## src/rtl/mips_ctrl_pkg.sv

```systemverilog
// Shared encodings for the multi-cycle MIPS controller: opcodes, FSM states,
// datapath mux selects and the control word handed from decode to the top.
package mips_ctrl_pkg;

    localparam logic [5:0] OP_RTYPE = 6'b000000;
    localparam logic [5:0] OP_LW    = 6'b100011;
    localparam logic [5:0] OP_SW    = 6'b101011;
    localparam logic [5:0] OP_BEQ   = 6'b000100;
    localparam logic [5:0] OP_J     = 6'b000010;
    localparam logic [5:0] OP_ADDI  = 6'b001000;
    localparam logic [5:0] OP_ANDI  = 6'b001100;
    localparam logic [5:0] OP_ORI   = 6'b001101;

    typedef enum logic [3:0] {
        S_IDLE     = 4'd0,
        S_FETCH    = 4'd1,
        S_DECODE   = 4'd2,
        S_MEMADR   = 4'd3,
        S_MEMREAD  = 4'd4,
        S_MEMWB    = 4'd5,
        S_MEMWRITE = 4'd6,
        S_EXEC     = 4'd7,
        S_ALUWB    = 4'd8,
        S_IMMEXEC  = 4'd9,
        S_IMMWB    = 4'd10,
        S_BRANCH   = 4'd11,
        S_JUMP     = 4'd12,
        S_ILLEGAL  = 4'd13
    } state_e;

    localparam logic [1:0] ASB_B       = 2'b00;
    localparam logic [1:0] ASB_FOUR    = 2'b01;
    localparam logic [1:0] ASB_IMM     = 2'b10;
    localparam logic [1:0] ASB_IMM_SH2 = 2'b11;

    localparam logic [1:0] ALU_ADD       = 2'b00;
    localparam logic [1:0] ALU_SUB       = 2'b01;
    localparam logic [1:0] ALU_FUNCT     = 2'b10;
    localparam logic [1:0] ALU_IMM_LOGIC = 2'b11;

    localparam logic [1:0] PC_ALU    = 2'b00;
    localparam logic [1:0] PC_ALUOUT = 2'b01;
    localparam logic [1:0] PC_JUMP   = 2'b10;

    typedef struct packed {
        logic       pc_write;
        logic       branch;
        logic       iord;
        logic       mem_read;
        logic       mem_write;
        logic       ir_write;
        logic       reg_dst;
        logic       mem_to_reg;
        logic       reg_write;
        logic       ext_zero;
        logic       alu_src_a;
        logic [1:0] alu_src_b;
        logic [1:0] alu_op;
        logic [1:0] pc_src;
        logic       illegal;
    } ctrl_t;

    // andi/ori zero-extend and use the opcode-selected logical ALU op
    function automatic logic is_imm_logic(input logic [5:0] op);
        return (op == OP_ANDI) || (op == OP_ORI);
    endfunction

endpackage

```

## src/rtl/ctrl_decode.sv

```systemverilog
// Combinational control word from FSM state, latched opcode and mem_ready.
// mem_ready only matters in FETCH, where it qualifies the IR and PC loads.
module ctrl_decode
    import mips_ctrl_pkg::*;
(
    input  state_e     state_i,
    input  logic [5:0] opcode_i,
    input  logic       mem_ready_i,
    output ctrl_t      ctrl_o
);

    logic imm_logic;
    assign imm_logic = is_imm_logic(opcode_i);

    always_comb begin
        ctrl_o = '0;
        case (state_i)
            S_FETCH: begin
                ctrl_o.mem_read  = 1'b1;
                ctrl_o.alu_src_b = ASB_FOUR;
                ctrl_o.alu_op    = ALU_ADD;
                ctrl_o.pc_src    = PC_ALU;
                ctrl_o.ir_write  = mem_ready_i;
                ctrl_o.pc_write  = mem_ready_i;
            end
            S_DECODE: begin
                ctrl_o.alu_src_b = ASB_IMM_SH2;
                ctrl_o.alu_op    = ALU_ADD;
            end
            S_MEMADR: begin
                ctrl_o.alu_src_a = 1'b1;
                ctrl_o.alu_src_b = ASB_IMM;
            end
            S_MEMREAD: begin
                ctrl_o.iord     = 1'b1;
                ctrl_o.mem_read = 1'b1;
            end
            S_MEMWB: begin
                ctrl_o.reg_write  = 1'b1;
                ctrl_o.mem_to_reg = 1'b1;
            end
            S_MEMWRITE: begin
                ctrl_o.iord      = 1'b1;
                ctrl_o.mem_write = 1'b1;
            end
            S_EXEC: begin
                ctrl_o.alu_src_a = 1'b1;
                ctrl_o.alu_src_b = ASB_B;
                ctrl_o.alu_op    = ALU_FUNCT;
            end
            S_ALUWB: begin
                ctrl_o.reg_write = 1'b1;
                ctrl_o.reg_dst   = 1'b1;
            end
            S_IMMEXEC: begin
                ctrl_o.alu_src_a = 1'b1;
                ctrl_o.alu_src_b = ASB_IMM;
                ctrl_o.ext_zero  = imm_logic;
                ctrl_o.alu_op    = imm_logic ? ALU_IMM_LOGIC : ALU_ADD;
            end
            // extender/ALU selects stay put so ALUOut is not disturbed
            S_IMMWB: begin
                ctrl_o.reg_write = 1'b1;
                ctrl_o.ext_zero  = imm_logic;
                ctrl_o.alu_op    = imm_logic ? ALU_IMM_LOGIC : ALU_ADD;
            end
            S_BRANCH: begin
                ctrl_o.alu_src_a = 1'b1;
                ctrl_o.alu_src_b = ASB_B;
                ctrl_o.alu_op    = ALU_SUB;
                ctrl_o.branch    = 1'b1;
                ctrl_o.pc_src    = PC_ALUOUT;
            end
            S_JUMP: begin
                ctrl_o.pc_write = 1'b1;
                ctrl_o.pc_src   = PC_JUMP;
            end
            S_ILLEGAL: ctrl_o.illegal = 1'b1;
            default: ;
        endcase
    end

endmodule

```

## src/rtl/multicycle_controller.sv

```systemverilog
// Multi-cycle MIPS control FSM: state register, opcode latch and next-state
// logic; the control word itself comes from ctrl_decode.
module multicycle_controller
    import mips_ctrl_pkg::*;
(
    input  logic       clk,
    input  logic       reset_n,
    input  logic [5:0] opcode,
    input  logic       mem_ready,
    output logic       pc_write,
    output logic       branch,
    output logic       iord,
    output logic       mem_read,
    output logic       mem_write,
    output logic       ir_write,
    output logic       reg_dst,
    output logic       mem_to_reg,
    output logic       reg_write,
    output logic       ext_zero,
    output logic       alu_src_a,
    output logic [1:0] alu_src_b,
    output logic [1:0] alu_op,
    output logic [1:0] pc_src,
    output logic       illegal
);

    state_e     state_q, state_d;
    logic [5:0] opcode_q, opcode_d;
    ctrl_t      ctrl;

    always_ff @(posedge clk or negedge reset_n) begin
        if (!reset_n) begin
            state_q  <= S_IDLE;
            opcode_q <= '0;
        end else begin
            state_q  <= state_d;
            opcode_q <= opcode_d;
        end
    end

    // the live opcode is only trusted during DECODE
    assign opcode_d = (state_q == S_DECODE) ? opcode : opcode_q;

    always_comb begin
        state_d = state_q;
        case (state_q)
            S_IDLE:     state_d = S_FETCH;
            S_FETCH:    if (mem_ready) state_d = S_DECODE;
            S_DECODE: begin
                case (opcode)
                    OP_LW, OP_SW:             state_d = S_MEMADR;
                    OP_RTYPE:                 state_d = S_EXEC;
                    OP_ADDI, OP_ANDI, OP_ORI: state_d = S_IMMEXEC;
                    OP_BEQ:                   state_d = S_BRANCH;
                    OP_J:                     state_d = S_JUMP;
                    default:                  state_d = S_ILLEGAL;
                endcase
            end
            S_MEMADR:   state_d = (opcode_q == OP_LW) ? S_MEMREAD : S_MEMWRITE;
            S_MEMREAD:  if (mem_ready) state_d = S_MEMWB;
            S_MEMWB:    state_d = S_FETCH;
            S_MEMWRITE: if (mem_ready) state_d = S_FETCH;
            S_EXEC:     state_d = S_ALUWB;
            S_ALUWB:    state_d = S_FETCH;
            S_IMMEXEC:  state_d = S_IMMWB;
            S_IMMWB, S_BRANCH, S_JUMP, S_ILLEGAL: state_d = S_FETCH;
            default:    state_d = S_IDLE;
        endcase
    end

    ctrl_decode u_decode (
        .state_i     (state_q),
        .opcode_i    (opcode_q),
        .mem_ready_i (mem_ready),
        .ctrl_o      (ctrl)
    );

    assign pc_write   = ctrl.pc_write;
    assign branch     = ctrl.branch;
    assign iord       = ctrl.iord;
    assign mem_read   = ctrl.mem_read;
    assign mem_write  = ctrl.mem_write;
    assign ir_write   = ctrl.ir_write;
    assign reg_dst    = ctrl.reg_dst;
    assign mem_to_reg = ctrl.mem_to_reg;
    assign reg_write  = ctrl.reg_write;
    assign ext_zero   = ctrl.ext_zero;
    assign alu_src_a  = ctrl.alu_src_a;
    assign alu_src_b  = ctrl.alu_src_b;
    assign alu_op     = ctrl.alu_op;
    assign pc_src     = ctrl.pc_src;
    assign illegal    = ctrl.illegal;

endmodule

```

## config.mk

```make
export PLATFORM = sky130hd
export DESIGN_NAME = multicycle_controller
export DESIGN_NICKNAME = d
export VERILOG_FILES = /design/src/rtl/mips_ctrl_pkg.sv /design/src/rtl/ctrl_decode.sv /design/src/rtl/multicycle_controller.sv
export SDC_FILE = /design/constraint.sdc
export NUM_CORES = 1
export LEC_CHECK = 0
export CORE_MARGIN = 8
export CORE_UTILIZATION = 25
export DETAILED_ROUTE_END_ITERATION = 8
export PLACE_DENSITY_LB_ADDON = 0.12
export SYNTH_ARGS = -nofsm -noshare
export SYNTH_HDL_FRONTEND = slang
export SYNTH_SLANG_ARGS = --single-unit
```

## constraint.sdc

```tcl
create_clock -name clk -period 1.4 [get_ports clk]
set_input_delay 0.28 -clock clk [delete_from_list [all_inputs] [get_ports clk]]
set_output_delay 0.28 -clock clk [all_outputs]
set_load 0.1 [all_outputs]
```

### Word-level counts from Yosys, hierarchy flattened

Index checks and enable logic that the tools add are counted.

* multiplexer cells: 22
* eq/ne operators: 26
* reductions and logical operators: 13

Operators by type and width (count)
* $pmux 4 s8: 1
* $eq 6x4->1 const B: 5
* $eq 4x4->1 const B: 6
* $pmux 4 s5: 1
* $eq 6x6->1 const B: 3
* $eq 4x3->1 const B: 4
* $mux 4: 3
* $pmux 2 s3: 2
* $mux 1: 11
* $reduce_or 2->1: 5
* $eq 4x2->1 const B: 2
* $reduce_or 7->1: 1
* $eq 6x2->1 const B: 1
* $eq 6x3->1 const B: 1
* $logic_not 6->1: 1
* $ne 2x2->1 const B: 3
* $reduce_or 3->1: 2
* $eq 4x1->1 const B: 1
* $logic_not 4->1: 1
* $mux 2: 2
* $pmux 2 s2: 1
* $reduce_or 4->1: 1
* $reduce_and 3->1: 1
* $pmux 1 s2: 1
* $logic_or 1x1->1: 1

* flip-flop bits (word level): 10
* output and inout bits: 18
* logic and storage cells: 63
* input port bits: 9

### Depth between registers and ports, before layout

Gate-level depths: netlist (run 1).

* depth in word-level cells: 4
* depth in mapped cells: 6
* gate-level depth less buffers: 5

### Hierarchy

A second synthesis (run 1) with hierarchy kept.

* cell total of the unflattened synthesis: 91
* area, all modules: 782.0 um^2

By module, submodules not included
* multicycle_controller: times used 1, cells an instance 56, area each 578.1 um^2, sequential area each 250.2 um^2
* ctrl_decode: times used 1, cells an instance 35, area each 203.9 um^2, sequential area each 0.0 um^2

### Worst setup path after synthesis (run 1)

Ideal clock, no wire load.

* kind: register -> output
* start: register state_q[3]
* end: output pc_write
* path buffers: 1
* stages on the path, launching flop included: 5
* required time: 1120 ps
* slack: -2295 ps
* data arrival time: 3415 ps
* path through: dfrtp_1 -> buf_2 -> nand2_1 -> nor3_1 -> or2_2

* longest elaborated chain between the ends: 2
* elaborated cells between the ends (all ways): 3
* classes of those cells: eq/ne: 2; mux: 1

RTL lines
* from (decl): RTL line multicycle_controller.sv:27 `state_e state_q, state_d;`
* from (signal assigned): RTL line multicycle_controller.sv:36 `state_q <= state_d;`
* $eq 4x4->1 or $eq 4x1->1 (tied branches): RTL line ctrl_decode.sv:17 `case (state_i)`
* $pmux 1 s2 (*): RTL line ctrl_decode.sv:17
* to (decl): RTL line multicycle_controller.sv:10 `output logic pc_write,`

Mark *: on every way between the ends. The rest lies on a longest branch, timed or not.

### Final worst setup path (run 1)

* start: register opcode_q[5]
* end: output alu_op[0]

* longest elaborated chain between the ends: 4
* elaborated cells between the ends (all ways): 5
* classes of those cells: eq/ne: 2; mux: 2; reduce/logical: 1

RTL lines
* from (decl): RTL line multicycle_controller.sv:28 `logic [5:0] opcode_q, opcode_d;`
* from (signal assigned): RTL line multicycle_controller.sv:37 `opcode_q <= opcode_d;`
* $eq 6x4->1: RTL line mips_ctrl_pkg.sv:65 `return (op == OP_ANDI) || (op == OP_ORI);`
* $logic_or 1x1->1 (*): RTL line mips_ctrl_pkg.sv:65
* $mux 2 (*): RTL line ctrl_decode.sv:59, ctrl_decode.sv:65
* $pmux 2 s3 (*): RTL line ctrl_decode.sv:17
* to (decl): RTL line multicycle_controller.sv:22 `output logic [1:0] alu_op,`

Marked as above.

==> results.sh, run 1 <==
export IMPL_crit_buf_inv=1
export IMPL_setup_viol=27
export IMPL_crit_start="opcode_q[5]"
export IMPL_end_kind="primary output"
export IMPL_rows=20
export IMPL_hold_slack_ps=333.2
export IMPL_setup_slack_ps=-640.0
export IMPL_async_flop_share=1.000
export IMPL_synth_warnings=0
export IMPL_start_kind="flop"
export IMPL_cts_root_buf="clkbuf_4"
export IMPL_drive_gt1_frac=0.7108
export IMPL_period_needed_ps=2040
export IMPL_crit_family="simple AND/OR/NAND/NOR gates"
export IMPL_period_share=1.457
export IMPL_tightestPinTransition_ps=459.3
export IMPL_drc_errors=0
export IMPL_first_pass_iters=4
export IMPL_antenna_found_initial=0
export IMPL_grt_setup_unrepaired="yes"
export IMPL_maxSlewHeadroom=0.6928
export IMPL_netlist_instances=94
export IMPL_wl_met2_um=1568
export IMPL_drtAntennaViolNets=0
export IMPL_grt_util_all_layers=0.1127
export IMPL_grt_max_degree=17
export IMPL_initial_utilization=0.2555
export IMPL_diodes=0
export IMPL_status="finished, violations left"
export IMPL_yosys_most_used_dff="dfrtp_1"
export IMPL_syn_avg_cell_area_um2=8.093
export IMPL_wl_met1_um=1252
export IMPL_final_instance_count_excl_fill=199
export IMPL_design_die_area_um2=5064
export IMPL_cts_tree="built"
export IMPL_drt_iter0_drc=25
export IMPL_fmax_ghz=0.4902
export IMPL_clock_sinks=10
export IMPL_crit_path_max_fanout=3
export IMPL_fin_tns_setup_ps=-8949
export IMPL_path_clk_slew_ps=70
export IMPL_critPathKind="reg -> out"
export IMPL_dp_hpwl_um=2035
export IMPL_chipHeight_um=71.16
export IMPL_drv_cap=0
export IMPL_syn_cell_area_um2=760.7
export IMPL_met3_wirelength_um=148
export IMPL_final_area_um2=2078
export IMPL_path_cells="or3_1 -> or4_4 -> o21ai_4 -> buf_12"
export IMPL_worst_endpoint_arrival_ps=1760
export IMPL_maxSlewViolCount=0
export IMPL_core_area_um2=2978
export IMPL_overflow=0
export IMPL_io_buffers=26
export IMPL_finClkSkew_ps=7.510
export IMPL_wl_per_cell_um=15.07
export IMPL_vias=966
export IMPL_clock_latency_ps=260
export IMPL_vias_per_cell=4.854
export IMPL_hold_class="in -> async"
export IMPL_gp_congestion=0.7868
export IMPL_synth_fp_nets=103
export IMPL_critPathMaxStageDelay_ps=480
export IMPL_timing_rr_start="state_q[0]"
export IMPL_seq_area_frac_synth=0.3289
export IMPL_placed_area_um2=1600
export IMPL_final_common_cell="buf_4"
export IMPL_top_layer="met4"
export IMPL_final_cell_mix="28 x buf_4, 23 x buf_12, 13 x buf_6"
export IMPL_grt_pass1_vias=938
export IMPL_layout_nets=176
export IMPL_r2r_slack_ps=-230
export IMPL_critPathRequiredTime_ps=1120
export IMPL_synth_edf_count=0
export IMPL_hold_violations=0
export IMPL_drt_wl_total_um=2999
export IMPL_synth_seq_cells=10
export IMPL_die_w_um=71.16
export IMPL_synth_distinct_cells=34
export IMPL_violations="negative setup slack"
export IMPL_grt_pass1_wl_um=4664
export IMPL_cts_made_buffers=3
export IMPL_cpMaxStageDelayCell="or4_4"
export IMPL_syn_to_final_growth_pct=173.2
export IMPL_cts_max_level=1
export IMPL_cts_buffer_depth=2
export IMPL_numPlacedInstances=176
export IMPL_ios=27
==> final timing paths <==
kind | to | cells after the start
max | alu_op[0] | 4
min | state_q[1] | 1
max reg2reg | opcode_q[1] | 6
min reg2reg | opcode_q[0] | 1
max in group asynchronous | state_q[2] | 1
min in group clk | opcode_q[0] | 1
==> kinds of logic after synthesis <==
family                   Yosys count  share of synthesized area
flip-flops                        10                     0.3289
adder cells (fa/ha/maj)            1                    0.01316
AO/OA/AOI/OAI                     17                     0.1316
AND/OR/NAND/NOR                   49                     0.3504
multiplexers                       6                    0.08881
buffers and inverters              9                    0.06415
XOR/XNOR                           2                    0.02303
==> final cells by class <==
type	instances	area (um^2)
tap	33	41.29
timing repair buffer	75	937.1
fill	216	899.6
sequential	10	251.5
clock buffer	4	36.28
inverter	2	11.26
multi-input combinational	75	800.8
==> flip-flops by register name, summed over array words and instances, names as in the netlist <==
name	cells
state_q	4
opcode_q	6
==> synth_stat cells, drive strengths merged (2+ instances only) <==
| cell | count | share of area |
|---|---|---|
| nor4 | 2 | 0.025 |
| clkbuf | 2 | 0.0099 |
| xnor2 | 2 | 0.023 |
| nor2 | 12 | 0.066 |
| a21oi | 4 | 0.026 |
| nand2b | 5 | 0.041 |
| nand4b | 2 | 0.023 |
| nand3 | 3 | 0.020 |
| buf | 5 | 0.044 |
| nand2 | 9 | 0.044 |
| dfrtp | 10 | 0.33 |
| o21ai | 6 | 0.039 |
| inv | 2 | 0.0099 |
| nor3 | 8 | 0.053 |
| mux2 | 6 | 0.089 |
| o22ai | 2 | 0.016 |
==> metal layers <==
layer / global-route usage / up-vias
li1: - / 485
met1: 0.1333 / 458
met2: 0.1857 / 19
met3: 0.04802 / 4
met4: 0.01848 / 0
met5: 0 / -
==> per-stage QoR <==
step	setup slack, ps	util
CTS	-654.2	0.6298
global route	-708.1	0.6979
detailed placement	-365.7	0.5374
finish	-640.0	0.6979
global placement	-353.1	0.5374
floorplan	-772.7	-
==> worst register-to-register path, delay by kind of cell, from the launching register on <==
kind	cells	cell delay, ps
simple gates	1	250
buf+inv	4	510
mux	1	340
flops	1	420
==> timing repair <==
action	CTS	global route
endpoints found under the setup margin	27	27
resized for setup	48	27
pin swaps	19	17
gates cloned	0	0
hold buffers	0	0
setup buffers	7	15
Power of run 1 is left out: the tool's default activity adds up to more than one toggle a clock period on the data nets, which glitch-free logic cannot reach.
==> run 2, diff against run 1 <==
GPL_TIMING_DRIVEN = 1   (was not set)
==> results of run 2 <==
Final layout, timing and power as in run 1 (identical DEF).
Power of run 2 is left out for the same reason.
==> run 3, diff against run 2 <==
DONT_BUFFER_PORTS = 1   (was not set)
clock period = 1.8 ns   (was 1.4 ns; I/O delays follow)
==> run 3 against run 2 <==
The flow still finishes with violations (negative setup slack); count of clock-buffer cells in the layout is 1 lower; global-route usage fell by 2.3 points; critical path type unchanged; worst setup slack improved by 330 ps; flip-flop and latch count did not move; final cell count shrank 18%; via count fell by 16%; wire length fell by 19%; core utilization fell by 18 points.
==> results.sh, run 3 (synthesized netlist as in run 1, its figures left out) <==
export IMPL_final_common_cell="buf_12"
export IMPL_core_area_um2=2978
export IMPL_min_from="opcode[3]"
export IMPL_period_needed_ps=2106
export IMPL_worst_endpoint_arrival_ps=1750
export IMPL_clock_sinks=10
export IMPL_grt_pass1_vias=770
export IMPL_r2r_end="state_q[1]"
export IMPL_final_cell_mix="16 x buf_12, 13 x buf_4, 10 x dfrtp_1"
export IMPL_timing_rr_start="state_q[0]"
export IMPL_r2r_slack_ps=90
export IMPL_overflow=0
export IMPL_clock_latency_ps=250
export IMPL_status="finished, violations left"
export IMPL_cts_tree="built"
export IMPL_top_regs="opcode_q (6), state_q (4)"
export IMPL_drc_errors=0
export IMPL_first_pass_iters=3
export IMPL_setup_slack_ps=-305.7
export IMPL_crit_start="opcode_q[5]"
export IMPL_hold_class="in -> reg"
export IMPL_hold_violations=0
export IMPL_drt_wl_total_um=2444
export IMPL_die_w_um=71.16
export IMPL_layout_nets=142
export IMPL_path_cells="or3_1 -> or4_4 -> o21ai_4 -> buf_12"
export IMPL_drive_gt1_frac=0.6031
export IMPL_path_clk_slew_ps=60
export IMPL_reg2regPathDepth=8
export IMPL_finClkSkew_ps=2.026
export IMPL_fmax_ghz=0.4749
export IMPL_drtAntennaViolNets=0
export IMPL_gp_congestion=0.8252
export IMPL_end_kind="primary output"
export IMPL_diodes=0
export IMPL_period_share=1.170
export IMPL_antenna_found_initial=0
export IMPL_violations="negative setup slack"
export IMPL_maxSlewViolCount=0
export IMPL_crit_path_max_fanout=3
export IMPL_critPathRequiredTime_ps=1440
export IMPL_tightestPinTransition_ps=455.6
export IMPL_syn_to_final_growth_pct=104.6
export IMPL_final_util=0.5227
export IMPL_vias_per_cell=4.945
export IMPL_vias=811
export IMPL_grt_max_degree=17
export IMPL_critPathMaxStageDelay_ps=480
export IMPL_largest_register="opcode_q"
export IMPL_critPathKind="reg -> out"
export IMPL_crit_end="alu_op[1]"
export IMPL_cts_root_buf="clkbuf_4"
export IMPL_cts_buffer_depth=2
export IMPL_place_ws_ps=-40.73
export IMPL_grt_util_all_layers=0.08996
export IMPL_maxSlewHeadroom=0.6953
export IMPL_dp_hpwl_um=1743
export IMPL_setup_viol=11
export IMPL_drt_iter0_drc=42
export IMPL_largest_register_ffs=6
export IMPL_hold_slack_ps=251.6
export IMPL_initial_utilization=0.2555
export IMPL_fin_tns_setup_ps=-1436
export IMPL_cts_made_buffers=3
export IMPL_rows=20
export IMPL_grt_pass1_wl_um=3781
export IMPL_cpMaxStageDelayCell="or4_4"
export IMPL_wl_per_cell_um=14.90
export IMPL_cts_max_level=1
export IMPL_chipHeight_um=71.16
export IMPL_grt_setup_unrepaired="yes"
export IMPL_design_die_area_um2=5064
export IMPL_drv_cap=0
export IMPL_start_kind="flop"
export IMPL_io_buffers=0
export IMPL_ios=27
-- run 3: worst min path at each step --
stage	slack, ps	cells after the start	to
4_1_cts	250	1	opcode_q[3]
3_3_place_gp	60	0	opcode_q[1]
3_5_place_dp	60	0	opcode_q[4]
5_1_grt	240	1	opcode_q[2]
6_report	250	1	opcode_q[3]
2_1_floorplan	60	0	opcode_q[0]
-- run 3: through the flow --
| stage | area (um^2) | cells |
|---|---|---|
| finish | 1556 | 164 |
| global route | 1556 | 164 |
| CTS | 1366 | 155 |
| detailed placement | 1287 | 148 |
| global placement | 1287 | 148 |
| floorplan | 930.9 | 94 |
-- run 3: layout make-up --
type / instances / area [um^2]
flip-flops and latches: 10 / 250.2
repair buffers: 41 / 563.0
fillers: 266 / 1421
inverters: 2 / 11.26
multi-input cells: 75 / 668.1
well taps: 33 / 41.29
clock buffers: 3 / 22.52
-- run 3: what timing repair did --
item                                   CTS  global route
pin swaps                                2             8
resized for setup                       10            28
setup endpoints to repair               14            14
endpoints found under the hold margin   10             0
hold buffers                             1             0
setup buffers                            4             9
-- run 3: critical path: cells and delay by family (launching register included) --
| family | cells | cell delay [ps] |
|---|---|---|
| AOI/OAI and AO/OA | 1 | 100 |
| buffers and inverters | 1 | 190 |
| DFF | 1 | 370 |
| and+or+nand+nor | 2 | 840 |
-- run 3: layer usage --
metal	track usage	wire length [um]
met1	0.1169	1092
met2	0.1367	1194
met3	0.01977	142
met4	0.04157	14
met5	0	0
Power of run 3 is left out for the same reason.
